**src/rtl/sccb_init_sequencer.sv**
```systemverilog
// sccb_init_sequencer: walks a {reg,value} ROM table and issues each entry as an SCCB write via COREI2C over APB
module sccb_init_sequencer #(
   parameter int         NUM_ENTRIES   = 64,
   parameter int         ADDR_W        = 8,
   parameter logic [7:0] SLAVE_ADDR    = 8'h42,
   parameter logic [2:0] CR_SEL        = 3'b000,
   parameter int         CYCLES_PER_MS = 30000,
   parameter int         INT_TIMEOUT   = 65535,
   parameter int         STOP_GAP      = 300,
   parameter bit         IGNORE_NACK   = 1'b1
) (
   input  logic              PCLK,
   input  logic              PRESETN,
   input  logic              start,
   output logic [ADDR_W-1:0] rom_addr,
   input  logic [15:0]       rom_data,
   output logic              i2c_psel,
   output logic              i2c_penable,
   output logic              i2c_pwrite,
   output logic [8:0]        i2c_paddr,
   output logic [7:0]        i2c_pwdata,
   input  logic [7:0]        i2c_prdata,
   input  logic              i2c_int,
   output logic              busy,
   output logic              done,
   output logic              error,
   output logic [7:0]        err_status,
   output logic [ADDR_W-1:0] entry_idx
);
   localparam int CNT_W = $clog2(255 * CYCLES_PER_MS + INT_TIMEOUT + STOP_GAP + 4);
   localparam logic [7:0] BASE = {CR_SEL[2], 1'b1, 4'b0000, CR_SEL[1:0]};
   localparam logic [CNT_W-1:0] C_ONE = CNT_W'(1);
   localparam logic [CNT_W-1:0] C_TWO = CNT_W'(2);
   localparam logic [CNT_W-1:0] C_TMO = CNT_W'(INT_TIMEOUT - 1);
   localparam logic [CNT_W-1:0] C_GAP = CNT_W'(STOP_GAP - 1);
   localparam logic [CNT_W-1:0] C_CPM = CNT_W'(CYCLES_PER_MS);
   typedef enum logic [3:0] {
      S_IDLE, S_ENABLE, S_FETCH, S_DELAY, S_START, S_WAIT, S_READ,
      S_CHECK, S_DATA, S_CLR, S_STOP, S_GAP, S_NEXT, S_ABORT
   } state_t;
   state_t            r_state, w_next;
   logic [CNT_W-1:0]  r_cnt, w_dly;
   logic [ADDR_W-1:0] r_idx;
   logic [7:0]        r_reg, r_val, r_stat, r_err_st, w_fail_code, w_byte;
   logic [1:0]        r_byte;
   logic              r_done, r_error, w_apb, w_go, w_ok, w_fail, w_last;
   // r_cnt doubles as the APB phase: 0 setup, 1 access, 2 mandatory idle
   always_comb begin
      w_go        = start && !r_done;
      w_last      = r_idx == ADDR_W'(NUM_ENTRIES - 1);
      w_dly       = CNT_W'(r_val) * C_CPM;
      w_ok        = r_byte == 2'd0 ? (r_stat == 8'h08 || r_stat == 8'h10) :
                    r_byte == 2'd1 ? (r_stat == 8'h18 || (IGNORE_NACK && r_stat == 8'h20)) :
                                     (r_stat == 8'h28 || (IGNORE_NACK && r_stat == 8'h30));
      w_byte      = r_byte == 2'd1 ? SLAVE_ADDR : r_byte == 2'd2 ? r_reg : r_val;
      w_fail      = 1'b0;
      w_fail_code = r_stat;
      w_next      = r_state;
      case (r_state)
         S_IDLE:   if (w_go) w_next = S_ENABLE;
         S_ENABLE: if (r_cnt == C_TWO) w_next = S_FETCH;
         S_FETCH:  if (r_cnt == C_ONE) w_next = rom_data[15:8] != 8'hFF ? S_START :
                                                rom_data[7:0] != 8'h00 ? S_DELAY : S_NEXT;
         S_DELAY:  if (r_cnt == w_dly - C_ONE) w_next = S_NEXT;
         S_START:  if (r_cnt == C_TWO) w_next = S_WAIT;
         S_WAIT: begin
            if (i2c_int) w_next = S_READ;
            else if (r_cnt == C_TMO) begin
               w_next      = S_ABORT;
               w_fail      = 1'b1;
               w_fail_code = 8'hEE;
            end
         end
         S_READ:   if (r_cnt == C_TWO) w_next = S_CHECK;
         S_CHECK: begin
            if (w_ok) w_next = r_byte == 2'd3 ? S_STOP : S_DATA;
            else begin
               w_fail = 1'b1;
               w_next = r_stat == 8'h38 ? S_IDLE : S_ABORT;
            end
         end
         S_DATA:   if (r_cnt == C_TWO) w_next = S_CLR;
         S_CLR:    if (r_cnt == C_TWO) w_next = S_WAIT;
         S_STOP:   if (r_cnt == C_TWO) w_next = S_GAP;
         S_GAP:    if (r_cnt == C_GAP) w_next = S_NEXT;
         S_NEXT:   w_next = w_last ? S_IDLE : S_FETCH;
         S_ABORT:  if (r_cnt == C_TWO) w_next = S_IDLE;
         default:  w_next = S_IDLE;
      endcase
      w_apb       = r_state inside {S_ENABLE, S_START, S_READ, S_DATA, S_CLR, S_STOP, S_ABORT};
      i2c_psel    = w_apb && r_cnt < C_TWO;
      i2c_penable = w_apb && r_cnt == C_ONE;
      i2c_pwrite  = w_apb && r_state != S_READ;
      i2c_paddr   = r_state == S_READ ? 9'h004 : r_state == S_DATA ? 9'h008 : 9'h000;
      i2c_pwdata  = !w_apb ? 8'h00 : r_state == S_START ? (BASE | 8'h20) :
                    (r_state == S_STOP || r_state == S_ABORT) ? (BASE | 8'h10) :
                    r_state == S_DATA ? w_byte : BASE;
   end
   always_ff @(posedge PCLK) begin
      if (!PRESETN) begin
         r_state  <= S_IDLE;
         r_cnt    <= '0;
         r_idx    <= '0;
         r_reg    <= '0;
         r_val    <= '0;
         r_stat   <= '0;
         r_err_st <= '0;
         r_byte   <= '0;
         r_done   <= 1'b0;
         r_error  <= 1'b0;
      end else begin
         r_state <= w_next;
         r_cnt   <= (w_next != r_state || r_state == S_IDLE) ? '0 : r_cnt + C_ONE;
         r_done  <= r_state == S_NEXT && w_last;
         if (r_state == S_IDLE && w_go) begin
            r_idx    <= '0;
            r_error  <= 1'b0;
            r_err_st <= '0;
         end
         if (r_state == S_NEXT && !w_last) r_idx <= r_idx + ADDR_W'(1);
         if (r_state == S_FETCH && r_cnt == C_ONE) {r_reg, r_val} <= rom_data;
         if (r_state == S_START) r_byte <= 2'd0;
         if (r_state == S_CHECK && w_ok) r_byte <= r_byte + 2'd1;
         if (r_state == S_READ && r_cnt == C_ONE) r_stat <= i2c_prdata;
         if (w_fail) begin
            r_error  <= 1'b1;
            r_err_st <= w_fail_code;
         end
      end
   end
   assign rom_addr   = r_idx;
   assign entry_idx  = r_idx;
   assign busy       = r_state != S_IDLE;
   assign done       = r_done;
   assign error      = r_error;
   assign err_status = r_err_st;
endmodule

```
**config.mk**
```make
export PLATFORM = sky130hd
export DESIGN_NAME = sccb_init_sequencer
export DESIGN_NICKNAME = d
export VERILOG_FILES = /design/src/rtl/sccb_init_sequencer.sv
export SDC_FILE = /design/constraint.sdc
export NUM_CORES = 1
export LEC_CHECK = 0
export ABC_AREA = 1
export CAP_MARGIN = 20
export CORE_MARGIN = 5
export CORE_UTILIZATION = 63
export DETAILED_ROUTE_END_ITERATION = 8
export PLACE_DENSITY_LB_ADDON = 0.08
export SETUP_SLACK_MARGIN = 0.3
export SYNTH_ARGS = -nofsm -noshare
export SYNTH_HDL_FRONTEND = slang
export SYNTH_SLANG_ARGS = --single-unit
```
**constraint.sdc**
```tcl
create_clock -name PCLK -period 9.9 [get_ports PCLK]
set_clock_uncertainty 0.2 [all_clocks]
set_input_delay 0.99 -clock PCLK [delete_from_list [all_inputs] [get_ports PCLK]]
set_output_delay 0.99 -clock PCLK [all_outputs]
set_load 0.03 [all_outputs]
```
==> summary.md <==
| Metric | Value |
|---|---|
| Status | completed |
| Largest net degree at the start of global routing | 29 |
| Placed Area | 7430 sq um |
| Tcrit/Tclk final | 0.590 |
| Reg2reg path depth | 28 |
| Worst IR Drop VDD | 0.000111 V |
| All-layer global routing usage | 0.273 |
| Mean Syn Cell Area | 6.58 sq um |
| Post-DP HPWL | 13.6 mm |
| Yosys top cell area share | 0.211 |
| I/O Buffers | 67 |
| CORE AREA | 10400 sq um |
| Register area | 1420 sq um |
| Endpoint class of the critical path | register |
| Hold Crit Endpoint | err_status[5] |
| Num CTS Buffers | 9 |
| Worst-Margin Slew | 855 ps |
| Die height | 113 um |
| Area Growth Syn to Fin | 12.8% |
| Most frequent cells in the layout | nand2_1 (220), inv_1 (155), nor2_1 (122) |
| Mapped Cells | 1025 |
| Post-synthesis sequential area ratio | 0.211 |
| Row cnt | 37 |
| Leakage | 0.00359 uW |
| Synth Warn # | 0 |
| Hold Violations, Final | 0 |
| Worst r2r dst | r_cnt[9] |
| Worst-skew pair later-pin latency | 360 ps |
| Clock buffer depth | 2 |
| Vias in the first global route | 6147 |
| CP startpoint | r_val[0] |
| #FFs+latches synth | 71 |
| Root Buffer | clkbuf_8 |
| Clock sink count | 71 |
| Slowest-stage cell, CP | fa_1 |
| WL per Instance | 13.8 um |
| Tmin final | 5850 ps |
| Prevailing post-synth register cell | dfxtp_1 |
| Largest delay share family, worst path | simple AND/OR/NAND/NOR gates |
| Final TNS setup | 0 ps |
| Post_cts resized | 0 |
| CP bufs+invs | 5 |
| Final Cell Area | 7610 sq um |
| Most used cell, CP | nand2_1 |
| Worst hold stages | 2 |
| DR vias/cell | 5.37 |
| Global-route wire length before repair | 28.9 mm |
| Post-CTS Setup Inserts | 0 |
| Routed Antenna Nets | 0 |
| Hold_ws | 261 ps |
| Mapped Area | 6740 sq um |
| Detailed-route DRC error count | 0 |
| I/O Pins | 75 |
| Clock Pin Slew Worst Setup and Hold Paths | 70 ps |
| Layout cell share with drive strength beyond 1 | 0.0866 |
| CTS tree | yes |
| Largest Register | r_cnt |
| Tightest Hold Check Type | register to register |
| Netlist cell types | 41 |
| R2R Path Start | r_val[0] |
| Normalized max-slew margin | 0.429 |
| GP Congestion | 0.951 |
| Effective utilization at floorplan | 0.650 |
| CP Launch Type | register |
| Final setup vio count | 0 |
| Ranking of synthesized cells by area | dfxtp_1 (21%), nand2_1 (12%), ha_1 (11%) |
| Fillcell total | 910 |
| Critical path class | register to register |
| Power Density | 71.6 nW/um^2 |
| Worst Path Max Fanout | 23 |
| Fmax | 171 MHz |
| Max H-tree Level | 3 |
| Max reg flops | 23 |
| Final wirelength | 16.9 mm |
| Initial antenna violation count | 0 |
| Die area | 12900 sq um |
| Crit path largest cell delay | 560 ps |
| Most common cell after layout, fill and taps aside | nand2_1 |
| Final net count | 1190 |
| Crit path arrival time | 5920 ps |
| Multi-input logic area | 4540 sq um |
| Maxcap violations | 0 |
| HP Start | err_status[5] |
| Die width | 113 um |
| Vias post-DR | 6554 |
| RSZ-0062 raised after global routing | false |
| CTS Hold Bufs | 0 |
| Pins over their slew limit | 0 |
| WP data required | 9980 ps |
| Overflow after GRT | 0 |
| Asr flop ratio synth | 0 |
| Top cell type by total area after synthesis | dfxtp_1 |
| DR pass1 iterations | 6 |
| Post-synth EDFFs | 0 |
| Reg-to-reg slack, setup | 4050 ps |
| Diode count | 0 |
| DR iter-0 viols | 442 |
[worst max path at each step]
stage | to | slack, ps | cells after the start
final | r_cnt[9] | 4050 | 28
after global routing | r_cnt[22] | 3550 | 28
after CTS | r_cnt[0] | 4050 | 28
after detailed placement | r_cnt[0] | 4050 | 28
after global placement | r_cnt[0] | 4180 | 28
after floorplan | r_cnt[3] | 5080 | 27
[Yosys cell counts (2+ instances only)]
cell type  count
a211oi_1       3
a21o_1         2
a21oi_1       54
a221oi_1       4
and3_1         2
buf_4         16
buf_6          2
clkbuf_1       9
clkinv_1       6
dfxtp_1       71
fa_1          22
ha_1          59
inv_1        155
inv_2          5
nand2_1      220
nand2_2       22
nand3_1       65
nand3_2        6
nand3b_1       2
nand4_1       19
nor2_1       122
nor2_2        32
nor2_4         6
nor3_1        22
nor4_1         6
o211ai_1       2
o21ai_0       45
or2_2          5
xnor2_1        6
xor2_1        24
[final cells by class]
class | count | area share
clock buffers | 12 | 0.0217
clock inverters | 3 | 0.00230
inverters | 166 | 0.0819
multi-input cells | 766 | 0.597
flip-flops and latches | 71 | 0.187
well taps | 136 | 0.0224
repair buffers | 67 | 0.0881
[metrics by stage]
step                      instances  setup slack [ps]  utilization  total power, uW
after floorplan                1031              5080            -              318
after global placement         1206              4180        0.716              334
after detailed placement       1206              4050        0.716              334
after CTS                      1221              4050        0.734              550
after global routing           1221              3550        0.734              567
final                          1221              4050        0.734              545
[logic make-up after synthesis]
family	Yosys count	synth area share
AOI/OAI and AO/OA	115	0.0937
xor gates and xnor gates	30	0.0390
other	1	0.000556
and+or+nand+nor	533	0.362
DFF	71	0.211
buffers and inverters	194	0.119
adders and majority gates	81	0.175
[layer usage]
metal | wire length (um) | vias to the layer above | track usage | part of all wire
met3 | 1100 | 32 | 0.0541 | 0.065
met2 | 7650 | 218 | 0.440 | 0.45
met4 | 365 | 0 | 0.0849 | 0.022
li1 | - | 3345 | - | -
met5 | 0 | - | 0 | 0
met1 | 7750 | 2959 | 0.370 | 0.46
[tightest hold or removal path, delay by kind of cell (launching register included)]
kind / cells / cell delay (ps)
flops: 1 / 310
simple gates: 1 / 60
compound gates: 1 / 50
[report_power, final]
| group | internal (uW) | total (uW) | switching [uW] |
|---|---|---|---|
| Clock | 109 | 217 | 108 |
| Sequential | 286 | 287 | 0.930 |
| Combinational | 16.2 | 41.0 | 24.8 |
Power figures use the tool's default switching activity.
